[src/rtl/load_store_unit.sv]
// ----------------------------------------------------------------------------
// load_store_unit
//
// Multi-cycle load/store unit sitting behind the ALU of the RV32I core. It
// takes the effective address, rs2 data and memory controls, drives a
// word-wide data-memory bus with a req/ready handshake, and returns aligned,
// sign- or zero-extended load data for writeback. The single-cycle datapath
// is held with lsu_stall while an access is in flight.
//
// Ports:
//   pll_1_200MHz         core clock (rising edge)
//   pll_1_locked_synced  synchronous active-low reset
//   mem_read/mem_write   load/store request (both high = store)
//   funct3               access size and signedness
//   alu_result           effective byte address
//   store_data           rs2 value
//   lsu_stall            freeze PC / register-file write (combinational)
//   load_data/load_valid extended load result and its one-cycle pulse
//   lsu_fault/fault_cause one-cycle fault pulse and cause (01/10/11)
//   dmem_*               data-memory bus (registered request side)
// ----------------------------------------------------------------------------
module load_store_unit #(
    parameter int unsigned TIMEOUT_CYCLES = 255
) (
    input  logic        pll_1_200MHz,
    input  logic        pll_1_locked_synced,
    input  logic        mem_read,
    input  logic        mem_write,
    input  logic [2:0]  funct3,
    input  logic [31:0] alu_result,
    input  logic [31:0] store_data,
    output logic        lsu_stall,
    output logic [31:0] load_data,
    output logic        load_valid,
    output logic        lsu_fault,
    output logic [1:0]  fault_cause,
    output logic        dmem_req,
    output logic        dmem_we,
    output logic [31:0] dmem_addr,
    output logic [31:0] dmem_wdata,
    output logic [3:0]  dmem_byte_en,
    input  logic        dmem_ready,
    input  logic [31:0] dmem_rdata
);

    typedef enum logic [1:0] {
        IDLE = 2'b00,
        BUSY = 2'b01,
        DONE = 2'b10
    } state_t;

    // Timeout fires on the last permitted BUSY cycle without ready, so the
    // request stays up for exactly TIMEOUT_CYCLES cycles.
    localparam logic [15:0] TIMEOUT_LAST = 16'(TIMEOUT_CYCLES - 1);

    state_t      state_q;
    state_t      state_d;

    logic        op;
    logic        f3_illegal;
    logic        misaligned;
    logic [31:0] wdata_next;
    logic [3:0]  byte_en_next;
    logic        timeout_hit;

    logic [2:0]  funct3_q;
    logic [1:0]  lane_q;
    logic [15:0] timeout_count;

    logic [7:0]  byte_sel;
    logic [15:0] half_sel;
    logic [31:0] load_ext;

    // ------------------------------------------------------------------
    // Request decode from the IDLE-cycle inputs
    // ------------------------------------------------------------------
    always_comb begin
        op = mem_read | mem_write;

        // mem_write wins when both are set, so store legality applies
        if (mem_write) begin
            f3_illegal = !(funct3 inside {3'b000, 3'b001, 3'b010});
        end else begin
            f3_illegal = !(funct3 inside {3'b000, 3'b001, 3'b010, 3'b100, 3'b101});
        end

        case (funct3[1:0])
            2'b01:   misaligned = alu_result[0];
            2'b10:   misaligned = (alu_result[1:0] != 2'b00);
            default: misaligned = 1'b0;
        endcase

        wdata_next   = '0;
        byte_en_next = 4'b1111;
        if (mem_write) begin
            case (funct3[1:0])
                2'b00: begin
                    wdata_next   = {4{store_data[7:0]}};
                    byte_en_next = 4'b0001 << alu_result[1:0];
                end
                2'b01: begin
                    wdata_next   = {2{store_data[15:0]}};
                    byte_en_next = alu_result[1] ? 4'b1100 : 4'b0011;
                end
                default: begin
                    wdata_next   = store_data;
                    byte_en_next = 4'b1111;
                end
            endcase
        end

        timeout_hit = (timeout_count == TIMEOUT_LAST);
    end

    // ------------------------------------------------------------------
    // Load lane selection and extension from the registered lane/funct3
    // ------------------------------------------------------------------
    always_comb begin
        case (lane_q)
            2'b00:   byte_sel = dmem_rdata[7:0];
            2'b01:   byte_sel = dmem_rdata[15:8];
            2'b10:   byte_sel = dmem_rdata[23:16];
            default: byte_sel = dmem_rdata[31:24];
        endcase
        half_sel = lane_q[1] ? dmem_rdata[31:16] : dmem_rdata[15:0];

        case (funct3_q)
            3'b000:  load_ext = {{24{byte_sel[7]}}, byte_sel};
            3'b001:  load_ext = {{16{half_sel[15]}}, half_sel};
            3'b100:  load_ext = {24'h000000, byte_sel};
            3'b101:  load_ext = {16'h0000, half_sel};
            default: load_ext = dmem_rdata;
        endcase
    end

    // ------------------------------------------------------------------
    // FSM: state register
    // ------------------------------------------------------------------
    always_ff @(posedge pll_1_200MHz) begin
        if (!pll_1_locked_synced) begin
            state_q <= IDLE;
        end else begin
            state_q <= state_d;
        end
    end

    // ------------------------------------------------------------------
    // FSM: next state and stall. Stall never looks at dmem_ready, which
    // keeps the bus out of the PC-enable timing path.
    // ------------------------------------------------------------------
    always_comb begin
        state_d   = state_q;
        lsu_stall = 1'b0;
        case (state_q)
            IDLE: begin
                lsu_stall = op;
                if (op) begin
                    state_d = (f3_illegal || misaligned) ? DONE : BUSY;
                end
            end
            BUSY: begin
                lsu_stall = 1'b1;
                if (dmem_ready || timeout_hit) begin
                    state_d = DONE;
                end
            end
            DONE: begin
                state_d = IDLE;
            end
            default: begin
                state_d = IDLE;
            end
        endcase
    end

    // ------------------------------------------------------------------
    // Datapath and bus registers
    // ------------------------------------------------------------------
    always_ff @(posedge pll_1_200MHz) begin
        if (!pll_1_locked_synced) begin
            dmem_req      <= 1'b0;
            dmem_we       <= 1'b0;
            dmem_addr     <= '0;
            dmem_wdata    <= '0;
            dmem_byte_en  <= '0;
            funct3_q      <= '0;
            lane_q        <= '0;
            timeout_count <= '0;
            load_data     <= '0;
            load_valid    <= 1'b0;
            lsu_fault     <= 1'b0;
            fault_cause   <= '0;
        end else begin
            load_valid <= 1'b0;
            lsu_fault  <= 1'b0;
            case (state_q)
                IDLE: begin
                    if (op) begin
                        dmem_we       <= mem_write;
                        dmem_addr     <= {alu_result[31:2], 2'b00};
                        dmem_wdata    <= wdata_next;
                        dmem_byte_en  <= byte_en_next;
                        funct3_q      <= funct3;
                        lane_q        <= alu_result[1:0];
                        timeout_count <= '0;
                        // Illegal funct3 is reported ahead of misalignment
                        if (f3_illegal) begin
                            lsu_fault   <= 1'b1;
                            fault_cause <= 2'b10;
                            load_data   <= '0;
                        end else if (misaligned) begin
                            lsu_fault   <= 1'b1;
                            fault_cause <= 2'b01;
                            load_data   <= '0;
                        end else begin
                            dmem_req <= 1'b1;
                        end
                    end
                end
                BUSY: begin
                    if (dmem_ready) begin
                        dmem_req <= 1'b0;
                        if (!dmem_we) begin
                            load_data  <= load_ext;
                            load_valid <= 1'b1;
                        end
                    end else if (timeout_hit) begin
                        dmem_req    <= 1'b0;
                        lsu_fault   <= 1'b1;
                        fault_cause <= 2'b11;
                        load_data   <= '0;
                    end else begin
                        timeout_count <= timeout_count + 16'd1;
                    end
                end
                DONE: begin
                    fault_cause   <= '0;
                    timeout_count <= '0;
                end
                default: begin
                    dmem_req <= 1'b0;
                end
            endcase
        end
    end

endmodule
[config.mk]
export PLATFORM = sky130hd
export DESIGN_NAME = load_store_unit
export DESIGN_NICKNAME = d
export VERILOG_FILES = /design/src/rtl/load_store_unit.sv
export SDC_FILE = /design/constraint.sdc
export NUM_CORES = 1
export LEC_CHECK = 0
export CORE_ASPECT_RATIO = 1.2
export CORE_UTILIZATION = 49
export DETAILED_ROUTE_END_ITERATION = 10
export HOLD_SLACK_MARGIN = 0.08
export PLACE_DENSITY = 0.86
export SETUP_SLACK_MARGIN = 0.05
export SYNTH_ARGS = -nofsm -noshare
export SYNTH_HDL_FRONTEND = slang
export SYNTH_SLANG_ARGS = --single-unit
[constraint.sdc]
create_clock -name pll_1_200MHz -period 5 [get_ports pll_1_200MHz]
set_input_delay 0.5 -clock pll_1_200MHz [delete_from_list [all_inputs] [get_ports pll_1_200MHz]]
set_output_delay 0.5 -clock pll_1_200MHz [all_outputs]
set_load 0.005 [all_outputs]
==> results.py <==
metrics = {
    "logic_synthesis": {
        "syn_area_per_cell_um2": 8.218,
        "ys_seq_area_share_pct": 42.44,
        "syn-cell-area_mm2": 0.005991,
        "synth-seq-cells": 127,
        "synth_cells": 729,
        "ys.warnings.count": 0,
        "ys_types": 58,
        "ys.flop_type": "dfxtp_1",
        "synth_edf_count": 0,
        "synthArstFlopShare_pct": 0,
    },
    "finish": {
        "layout_common_cells": "clkdlybuf4s50_1 (208), nand2_1 (160), dfxtp_1 (127)",
        "post-route-util_pct": 73.80,
        "ff_latch_area_mm2": 0.002542,
        "num-nets-final": 1021,
        "antenna_cells": 0,
        "layout_commonest_cell": "clkdlybuf4s50_1",
        "n_fill_cell": 887,
        "areaGrowthSynthToFinish_pct": 44.49,
        "drive_above_1_share_pct": 5.978,
        "multi_input_area_mm2": 0.003144,
    },
    "route": {
        "wirelength_um": 17230,
        "wl_met3_um": 1524,
        "via_per_inst": 5.550,
        "drcViolationCount": 0,
        "wl_met2_um": 8144,
        "drt_iter0_markers": 303,
        "ant_nets": 0,
        "highest_layer": "met4",
        "wl_met1_um": 6952,
        "drtPass1Iterations": 5,
        "wl_per_cell_um": 16.00,
        "dr_total_vias": 5977,
    },
    "critical_path": {
        "worstRegToRegCells": 7,
        "endpoint": "load_data[29]$_SDFFE_PN0P_",
        "critPathMaxStageDelay_ns": 0.65,
        "cp_slowest_cell": "ha_1",
        "critPathLaunchType": "primary input",
        "critPathMaxFanout": 32,
        "r2r-start": "state_q[0]$_SDFFE_PN0P_",
        "cp-end-kind": "flip-flop",
        "r2r_slack_ns": 2.20,
        "critPathLaunch": "funct3[1]",
        "worstReg2RegEnd": "timeout_count[5]$_SDFFE_PN0P_",
        "required_ns": 5.34,
        "cp_data_arrival_time_ns": 3.27,
        "path_class": "in -> reg",
        "crit_chain": "clkdlybuf4s50_1 -> inv_1 -> ha_1 -> o21bai_1 -> a21o_1 -> nor2_1 -> nand3b_2 -> buf_4 -> mux2i_1",
    },
    "sta": {
        "setup_viol": 0,
        "tightest_slew_ns": 1.096,
        "hold_violations": 0,
        "max_slew_margin_pct": 26.77,
        "rsz0062_at_grt": "false",
        "timing.fmax_mhz": 341.2,
        "timing.final.max_slew_violations": 0,
        "fin_worst_skew_ns": 0.01574,
        "setup-tns-final_ns": 0,
        "period_share_pct": 58.61,
        "min_period_ns": 2.931,
    },
    "clock_tree": {
        "cts-root-buf": "clkbuf_16",
        "cts.clk_slew.worst_paths_ns": 0.06,
        "clk_latency_ns": 0.41,
        "cts_buffers": 17,
        "cts.sink_count": 127,
        "ctsResizeCount": 0,
        "htreeDepth": 4,
        "post-cts-setup-buffers": 0,
        "cts_buffer_depth": 2,
        "ctsHoldBuffers": 0,
        "cts_tree": "done",
    },
    "global_route": {
        "overflow": 0,
        "grt_max_degree": 70,
        "grt_antenna_before_repair": 0,
        "grt_pass1_vias": 5678,
        "grt_pass1_wl_um": 26770,
        "grt_usage_pct": 27.22,
    },
    "worst_hold_path": {
        "whs_path_depth": 2,
        "hold_class": "reg -> reg",
    },
    "floorplan": {
        "die_h_um": 123.1,
        "num_io_pins": 211,
        "design.die.area_mm2": 0.01267,
        "rows": 43,
        "die_w_um": 102.9,
        "core_mm2": 0.01173,
        "start_util_pct": 51.08,
    },
    "power_and_ir_drop": {
        "total_power_w": 0.003149,
        "p_per_area_mw_per_mm2": 363.8,
        "cellLeakagePower_nw": 3.307,
        "ir_drop_uv": 233.0,
    },
    "place": {
        "hpwl_um": 11850,
        "gp_congestion": 0.8425,
        "port_buffers": 208,
    },
    "status": {
        "outcome": "complete, no violations",
    },
    "flow_run": {
        "maxCapViolCount": 0,
    },
}
==> Yosys cell counts (4+ instances only) <==
master,n,share of area (%)
a21o_1,17,2.1
a21oi_1,106,8.9
a22oi_1,9,1.1
and3_1,6,0.63
clkbuf_1,45,2.8
dfxtp_1,127,42
ha_1,10,2.1
inv_1,10,0.63
mux2i_1,41,6.9
nand2_1,160,10
nand2b_1,4,0.42
nand3_1,13,1.1
nand4_1,6,0.63
nor2_1,50,3.1
nor2b_1,6,0.63
nor3b_1,8,1.0
o211ai_1,4,0.50
o21ai_0,26,2.2
o221ai_1,15,2.2
xor2_1,10,1.5
==> registers in the layout (all words and copies together) (netlist names), 2 cells and up <==
name	cells
dmem_wdata	32
load_data	32
dmem_addr	30
timeout_count	16
dmem_byte_en	4
funct3_q	3
fault_cause	2
lane_q	2
state_q	2
==> stage by stage <==
step                      cell area [um2]  hold slack [ns]  std cells  setup WS (ns)
after floorplan                      5995           0.4470        730          3.009
after global placement               8040           0.4368       1045          1.806
after detailed placement             8040           0.4458       1045          1.691
after CTS                            8656           0.4530       1077          2.116
after global routing                 8656           0.4662       1077          1.913
final                                8656           0.4512       1077          2.069
==> report_power, final <==
part | internal, W | leakage (nW) | switching, W | total (W)
sequential | 0.00109 | 1.04 | 0.0000600 | 0.00115
combinational | 0.000357 | 1.97 | 0.000370 | 0.000727
clock | 0.000811 | 0.295 | 0.000459 | 0.00127
==> critical path, delay by kind of cell <==
kind / cells / cell delay [ns]
buffers and inverters: 3 / 1.04
adders and majority gates: 1 / 0.65
AOI/OAI and AO/OA: 2 / 0.44
and+or+nand+nor: 2 / 0.37
muxes: 1 / 0.25
==> worst min path at each step <==
stage                                      end                       start
floorplan                load_valid$_SDFF_PN0_        dmem_we$_SDFFE_PN0P_
global placement    dmem_wdata[3]$_SDFFE_PN0P_  dmem_wdata[3]$_SDFFE_PN0P_
detailed placement   dmem_addr[5]$_SDFFE_PN0P_   dmem_addr[5]$_SDFFE_PN0P_
CTS                 dmem_wdata[3]$_SDFFE_PN0P_  dmem_wdata[3]$_SDFFE_PN0P_
global route         dmem_addr[9]$_SDFFE_PN0P_   dmem_addr[9]$_SDFFE_PN0P_
finish              dmem_wdata[3]$_SDFFE_PN0P_  dmem_wdata[3]$_SDFFE_PN0P_
==> layer usage <==
metal | GRT usage [%] | vias to the layer above
li1 | - | 2893
met1 | 32.42 | 2753
met2 | 44.50 | 278
met3 | 8.366 | 53
met4 | 12.85 | 0
met5 | 0 | -
==> kinds of logic after synthesis <==
group           Yosys count  share of synthesized area, %
flops                   127                         42.44
other cells               1                       0.06260
buf+inv                  65                         5.368
compound gates          198                         20.11
xor+xnor                 11                         1.608
mux                      42                         7.226
fa+ha+maj                10                         2.089
simple gates            275                         21.09
==> cell type report <==
cell class / count / share of cell area [%]
well taps: 157 / 2.269
repair buffers: 213 / 24.49
inverters: 10 / 0.4337
multi-input cells: 538 / 36.33
clock buffers: 19 / 5.233
clock inverters: 13 / 1.879
flip-flops and latches: 127 / 29.37
Note: power is estimated with default switching activity, not from simulation.
